[config.mk]
export PLATFORM = sky130hd
export DESIGN_NAME = slow_tick_gen
export DESIGN_NICKNAME = d
export VERILOG_FILES = /design/src/rtl/slow_tick_gen.sv
export SDC_FILE = /design/constraint.sdc
export NUM_CORES = 1
export LEC_CHECK = 0
export ABC_AREA = 1
export CELL_PAD_IN_SITES_DETAIL_PLACEMENT = 0
export CELL_PAD_IN_SITES_GLOBAL_PLACEMENT = 2
export CORE_MARGIN = 4
export CORE_UTILIZATION = 32
export DETAILED_ROUTE_END_ITERATION = 10
export PLACE_DENSITY_LB_ADDON = 0.1
export SLEW_MARGIN = 20
export SYNTH_ARGS = -nofsm -noshare
export SYNTH_HDL_FRONTEND = slang
export SYNTH_SLANG_ARGS = --single-unit
[constraint.sdc]
create_clock -name clk -period 4.5 [get_ports clk]
set_input_delay 1.35 -clock clk [delete_from_list [all_inputs] [get_ports clk]]
set_output_delay 1.35 -clock clk [all_outputs]
set_load 0.005 [all_outputs]
[src/rtl/slow_tick_gen.sv]
// slow_tick_gen: prescaler that turns core_clk into a slow enable for a downstream counter.
// Latency: the first tick is registered div_reg+1 clocks after start is accepted, then one every div_reg+1 clocks.
// Backpressure: div_ready drops while a divisor load is pending in RUN; div_load is ignored until it rises again.
// Optional macro SLOW_TICK_SQUARE_EN: slow toggles on each tick (square wave) instead of pulsing for one clock.
module slow_tick_gen #(
    parameter int               DIV_W   = 8,
    parameter logic [DIV_W-1:0] DIV_RST = DIV_W'(7)
) (
    input  logic             clk,
    input  logic             rst,
    input  logic             start,
    input  logic             stop,
    input  logic             div_load,
    input  logic [DIV_W-1:0] div_val,
    output logic             div_ready,
    output logic             slow,
    output logic             running,
    output logic [3:0]       tick_cnt
);

    typedef enum logic {
        IDLE = 1'b0,
        RUN  = 1'b1
    } state_t;

    state_t           r_state;
    logic [DIV_W-1:0] r_presc;
    logic [DIV_W-1:0] r_div;
    logic             r_pend_vld;
    logic [DIV_W-1:0] r_pend_val;
    logic [3:0]       r_tick_cnt;
    logic             r_slow;
    logic             r_running;
    logic             r_div_ready;

    state_t           w_state_nxt;
    logic [DIV_W-1:0] w_presc_nxt;
    logic [DIV_W-1:0] w_div_nxt;
    logic             w_pend_vld_nxt;
    logic [DIV_W-1:0] w_pend_val_nxt;
    logic [DIV_W-1:0] w_reload;
    logic             w_accept;
    logic             w_tick;
    logic             w_slow_nxt;

    // Next-state, prescaler and divisor bookkeeping for the two-state FSM.
    always_comb begin
        w_state_nxt    = r_state;
        w_presc_nxt    = r_presc;
        w_div_nxt      = r_div;
        w_pend_vld_nxt = r_pend_vld;
        w_pend_val_nxt = r_pend_val;
        w_tick         = 1'b0;
        w_accept       = div_load & r_div_ready;
        // A load accepted on the same cycle as a reload wins; otherwise a pending value does.
        w_reload       = r_pend_vld ? r_pend_val : r_div;
        if (w_accept) begin
            w_reload = div_val;
        end

        case (r_state)
            IDLE: begin
                if (w_accept) begin
                    w_div_nxt = div_val;
                end
                if (start && !stop) begin
                    w_state_nxt = RUN;
                    w_presc_nxt = r_div;
                end
            end
            RUN: begin
                if (stop) begin
                    // Stop beats terminal count: no tick, but a pending divisor still lands.
                    w_state_nxt    = IDLE;
                    w_presc_nxt    = '0;
                    w_div_nxt      = w_reload;
                    w_pend_vld_nxt = 1'b0;
                end else if (r_presc == '0) begin
                    w_tick         = 1'b1;
                    w_presc_nxt    = w_reload;
                    w_div_nxt      = w_reload;
                    w_pend_vld_nxt = 1'b0;
                end else begin
                    w_presc_nxt = r_presc - DIV_W'(1);
                    if (w_accept) begin
                        w_pend_vld_nxt = 1'b1;
                        w_pend_val_nxt = div_val;
                    end
                end
            end
            default: begin
                w_state_nxt = IDLE;
            end
        endcase

`ifdef SLOW_TICK_SQUARE_EN
        w_slow_nxt = r_slow ^ w_tick;
`else
        w_slow_nxt = w_tick;
`endif
    end

    // State and datapath registers; every output comes straight from a flop.
    always_ff @(posedge clk or negedge rst) begin
        if (!rst) begin
            r_state     <= IDLE;
            r_presc     <= '0;
            r_div       <= DIV_RST;
            r_pend_vld  <= 1'b0;
            r_pend_val  <= '0;
            r_tick_cnt  <= 4'd0;
            r_slow      <= 1'b0;
            r_running   <= 1'b0;
            r_div_ready <= 1'b1;
        end else begin
            r_state     <= w_state_nxt;
            r_presc     <= w_presc_nxt;
            r_div       <= w_div_nxt;
            r_pend_vld  <= w_pend_vld_nxt;
            r_pend_val  <= w_pend_val_nxt;
            r_tick_cnt  <= r_tick_cnt + {3'd0, w_tick};
            r_slow      <= w_slow_nxt;
            r_running   <= (w_state_nxt == RUN);
            r_div_ready <= ~w_pend_vld_nxt;
        end
    end

    assign div_ready = r_div_ready;
    assign slow      = r_slow;
    assign running   = r_running;
    assign tick_cnt  = r_tick_cnt;

endmodule

Yosys cells after proc, flatten, opt, wreduce, memory -nomap -nowiden
Index checks and enable logic that the tools add are counted.
{"block": "word_totals", "regBits": 32, "inputBits": 13, "out_inout_bits": 7, "wordCells": 43}
{"block": "op_classes", "addsub": 2, "n_eq_ne": 3, "mux": 20, "bitwise": 5, "n_reduce_logical": 5}
{"operator": "8-bit two-way mux", "n": 8}
{"operator": "8-bit one-hot mux with 2 select lines", "n": 2}
{"operator": "1-bit two-way mux", "n": 9}
{"operator": "8-bit zero test", "n": 1}
{"operator": "8-bit by 1-bit subtractor with 8-bit output (second input constant)", "n": 1}
{"operator": "4-bit by 1-bit adder with 4-bit output", "n": 1}
{"operator": "2-bit inequality test (second input constant)", "n": 2}
{"operator": "1-bit NOT", "n": 4}
{"operator": "4-bit AND reduction", "n": 1}
{"operator": "3-bit by 2-bit inequality test with 1-bit output (second input constant)", "n": 1}
{"operator": "1-bit one-hot mux with 2 select lines", "n": 1}
{"operator": "2-bit AND reduction", "n": 1}
{"operator": "1-bit bitwise AND", "n": 1}
{"operator": "1-bit logical AND", "n": 1}
{"operator": "1-bit zero test", "n": 1}

Longest topological paths before layout
{"block": "depth", "depth_word": 6, "depth_mapped": 10, "mapped_depth_nobuf": 10}

Worst setup path after synthesis
Ideal clock, no wire load.
{"block": "synth_path", "path_type": "input port to flip-flop", "from": "in stop", "to": "reg r_tick_cnt[2] (netlist: tick_cnt[2])", "setup_ps": 79, "t_arrival_ps": 2161, "t_required_ps": 4421, "slack_ps": 2260, "stages": 6, "path_buffers": 0, "cell_sequence": "nor2_8 -> inv_2 -> nor2_4 -> ha_1 -> ha_1 -> xor2_1"}
{"block": "synth_via", "elab_chain_cells": 3}
{"item": "start: declaration", "line_no": "12", "text": "input logic stop,"}
{"item": "1-bit two-way mux", "line_no": "72", "text": "if (stop) begin"}
{"item": "1-bit two-way mux", "line_no": "61", "text": "case (r_state)"}
{"item": "net w_slow_nxt", "line_no": "44", "text": "logic w_slow_nxt;"}
{"item": "4-bit by 1-bit adder with 4-bit output", "line_no": "121", "text": "r_tick_cnt <= r_tick_cnt + {3'd0, w_tick};"}
{"item": "end signal: assignment", "line_no": "121"}
{"item": "end: declaration", "line_no": "31", "text": "logic [3:0] r_tick_cnt;"}
The timed path passes the listed nets, and every way through them passes these cells.
A chain may end at the register's enable or synchronous reset.

Worst setup path after layout
{"block": "layout_path", "from": "reg r_running (netlist: running)", "to": "out running"}
{"item": "start: declaration", "line_no": "33", "text": "logic r_running;"}
{"item": "start signal: assignment", "line_no": "123", "text": "r_running <= (w_state_nxt == RUN);"}
{"item": "end: declaration", "line_no": "17", "text": "output logic running,"}
No word-level cell between the ends.

==> impl_summary.md <==
Run status
The run finished with clean final reports.

Timing
For the pin with the worst max-slew slack, the measured transition is ~430 ps. Static timing analysis puts the maximum clock frequency at between 300 and 400 MHz. The final critical delay including setup and external delays is roughly 2800 ps.

The final setup TNS is 0 ps. The relative max-transition margin is 0.717. Dividing the final minimum period by the clock period gives 0.626. On the final layout, the worst clock skew is a little under 7 ps. Setup repair after global routing left no endpoint under its margin. The count of pins over their slew limit was 0.

The count of final hold-check violations was 0. The count of final setup violators is 0.

Pwr
In this run the static leakage power is ~1.1 nW. IR analysis of the VDD net gives a maximum drop of 0.191 mV. The overall power after layout is 0.000966 W. The cell area power density is between 400 and 500 mW/mm^2.

Drt
The post-route antenna net violation count is 0. The post-detailed-route wirelength per cell is approximately 13 um. The count of unresolved DRC violations after routing is 0. Summed over all layers, the routed wires come to 4.49 mm. The total iterations of the first detailed-routing run is 4. The number of DRC markers in iteration 0 is 75.

The routed layout has between 1500 and 2000 vias. After detailed routing, the number of vias per cell comes to 4.49.

Layout
The number of filler instances in the final layout is approximately 620. The area overhead of the layout relative to synthesis is 19.5%. The total number of nets in the final design is just under 300. Of the cells placed in the final design, the portion with a size suffix greater than 1 is 0.105. 0 antenna diodes ended up in the layout.

Clock network
The H-tree generated during clock tree synthesis spans 2 levels. The number of hold-repair buffers added at the cts stage is 0. The number of CTS-inserted buffers is 5. The buffer depth of the longest clock path is 2. The number of sinks driven by the clock tree is 32. The clock tree from TritonCTS is yes. The source-to-sink clock delay at the later pin of the worst-skew pair is between 200 and 300 ps. The number of instances resized during post-cts repair is 0. The register clock-pin slew on the reported worst setup and hold paths is ~70 ps. Once the clock tree was built, the setup fixing pass inserted 0 buffers. The cell at the root of the clock tree is clkbuf_8.

Synthesis
The number of enable flip-flop cells after synthesis is 0. The average instance in the mapped netlist occupies roughly 7.4 um^2. For this run, the register share of the synthesized area comes to 0.429. The cell area that synthesis handed to floorplanning was 0.00188 mm^2.

In this run, synthesis produced a sequential element count of 32. Counting distinct cell types in the post-synthesis netlist gives 26. Synthesis produced a netlist with a net count of 270. The share of synthesized registers carrying an async set or reset is 1.00. Yosys printed 0 warnings. The instance count of the mapped netlist is 253. In the synthesized netlist the dominant register cell turns out to be dfrtp_1.

GRT
The number of antenna violations at the first check in global routing is 0. The maximum number of pins on one net before global-route repair is 33. The number of global-route vias before repair came to between 1500 and 2000. The total track usage is 0.136.

After global routing the overflow that remains totals 0. The first global-routing pass estimated 7.76 mm of wire.

Setup path
The slowest stage of the critical path belongs to the cell dfrtp_1. The critical path data arrival time is around 1500 ps. The type of origin of the critical path is a flip-flop. The maximum fanout encountered on the critical timing path is 13. The number of buffer and inverter instances along the worst setup path is 1.

The critical path's largest stage delay is 600 ps. The signal on the critical path passes through clkdlybuf4s50_1. Counting cells, the worst reg-to-reg path comes to 7. The required time of the critical path is 3150 ps.

The type of destination of the critical path is a primary output. The kind of cell adding the most delay to the critical path is flip-flops. The worst setup path category is flip-flop to primary output. The total stage count of the critical path is 1.

Floorplan
The floorplan die width is ~85 um. In this run the vertical extent of the chip is ~85 um. The placeable core region is 0.00561 mm^2. The initial cell density of the core is 0.335.

The count of boundary I/O pins is 20. After floorplanning, the core was divided into 27 placement rows. The full die area is approximately 0.007 mm^2.

Job
The max-cap violation count is 0.

Placement
The half-perimeter wire length after placement is 3.39 mm. The count of buffers from port buffering is 19. The routability congestion estimate from global placement is between 0.8 and 0.9.

Worst hold path
The number of cells on the worst hold path is 1. The tightest min-delay check is of the flip-flop to flip-flop type.
## layer usage
layer / up-vias / part of all wire / GRT usage / wire length (um)
met1: 681 / 0.50 / 0.184 / 2260
met4: 0 / 0.013 / 0.0432 / 59
met3: 5 / 0.032 / 0.0363 / 143
met2: 19 / 0.45 / 0.210 / 2020
li1: 856 / - / - / -
met5: - / 0 / 0 / 0
## worst paths after layout
path	start	endpoint	slack, ps
worst min-delay path	tick_cnt[3]	tick_cnt[3]	470
worst max register to register	running	tick_cnt[2]	2560
worst max-delay path	running	running	1680
min in group asynchronous	rst	slow	1460
worst min register to register	tick_cnt[3]	tick_cnt[3]	470
max in group asynchronous	rst	r_div[1]	2690
## cell families after synthesis
group,after synthesis,share of synthesized area
adders and majority gates,4,0.0267
DFF,32,0.429
and+or+nand+nor,136,0.325
AOI/OAI and AO/OA,45,0.136
xor gates and xnor gates,2,0.00934
buffers and inverters,34,0.0733
## flip-flops by register name (all words and copies together) (netlist names)
| signal | flops |
|---|---|
| div_ready | 1 |
| r_div | 8 |
| r_pend_val | 8 |
| r_pend_vld | 1 |
| r_presc | 8 |
| running | 1 |
| slow | 1 |
| tick_cnt | 4 |
## synthesized netlist by cell type, types with 3 or more instances
master / instances / area (um^2)
nor2_1: 30 / 113
dfrtp_1: 28 / 701
dfstp_2: 4 / 105
ha_1: 4 / 50.1
nand3_1: 19 / 95.1
inv_2: 3 / 11.3
o21ai_2: 7 / 61.3
o21ai_1: 3 / 15.0
nand2_1: 75 / 282
and2_1: 3 / 18.8
a21oi_1: 4 / 20.0
o22ai_1: 3 / 18.8
o21ai_0: 28 / 140
inv_1: 25 / 93.8
## placed cells by master (no fill, tap or decap)
cell type,synthesis,routed
nor3_1,1,1
clkinv_1,1,1
dfstp_2,4,4
inv_1,25,25
clkinv_2,0,1
clkbuf_1,2,1
a21oi_1,4,4
clkdlybuf4s50_1,0,19
dfrtp_1,28,28
buf_4,0,1
o22ai_1,3,3
o21ai_2,7,7
and2_1,3,3
nand3_1,19,19
clkbuf_8,0,5
xor2_1,1,1
bufinv_16,0,1
nand4_1,1,1
xnor2_1,1,1
nand2_1,75,75
inv_2,3,3
nand2_2,1,1
o21ai_1,3,3
o21ai_0,28,28
nor2_4,2,2
nor2_1,30,30
nand2_4,2,2
nor2_8,2,2
ha_1,4,4
## cell type report
type / instances / area [um^2] / area share
clock buffer: 6 / 72.6 / 0.0323
clock inverter: 2 / 35.0 / 0.0156
inverter: 29 / 109 / 0.0485
multi-input combinational: 187 / 933 / 0.416
sequential: 32 / 806 / 0.359
tap: 72 / 90.1 / 0.0402
timing repair buffer: 20 / 198 / 0.0881
## metrics by stage
step,area (um^2),instances,hold WS (ps),utilization,setup WS [ps]
final,2240,348,474,0.400,1680
after global placement,2140,340,459,0.381,1480
after floorplan,1880,253,442,-,2260
after global routing,2240,348,501,0.400,1510
after detailed placement,2140,340,467,0.381,1420
after CTS,2240,348,480,0.400,1640
## where the power goes
part,internal (W),total (W),switching [W]
logic,0.000109,0.000272,0.000163
registers,0.000362,0.000418,0.0000566
clock network,0.000164,0.000277,0.000112
total,0.000635,0.000966,0.000332
No activity file was read; power rests on OpenSTA's default activity.
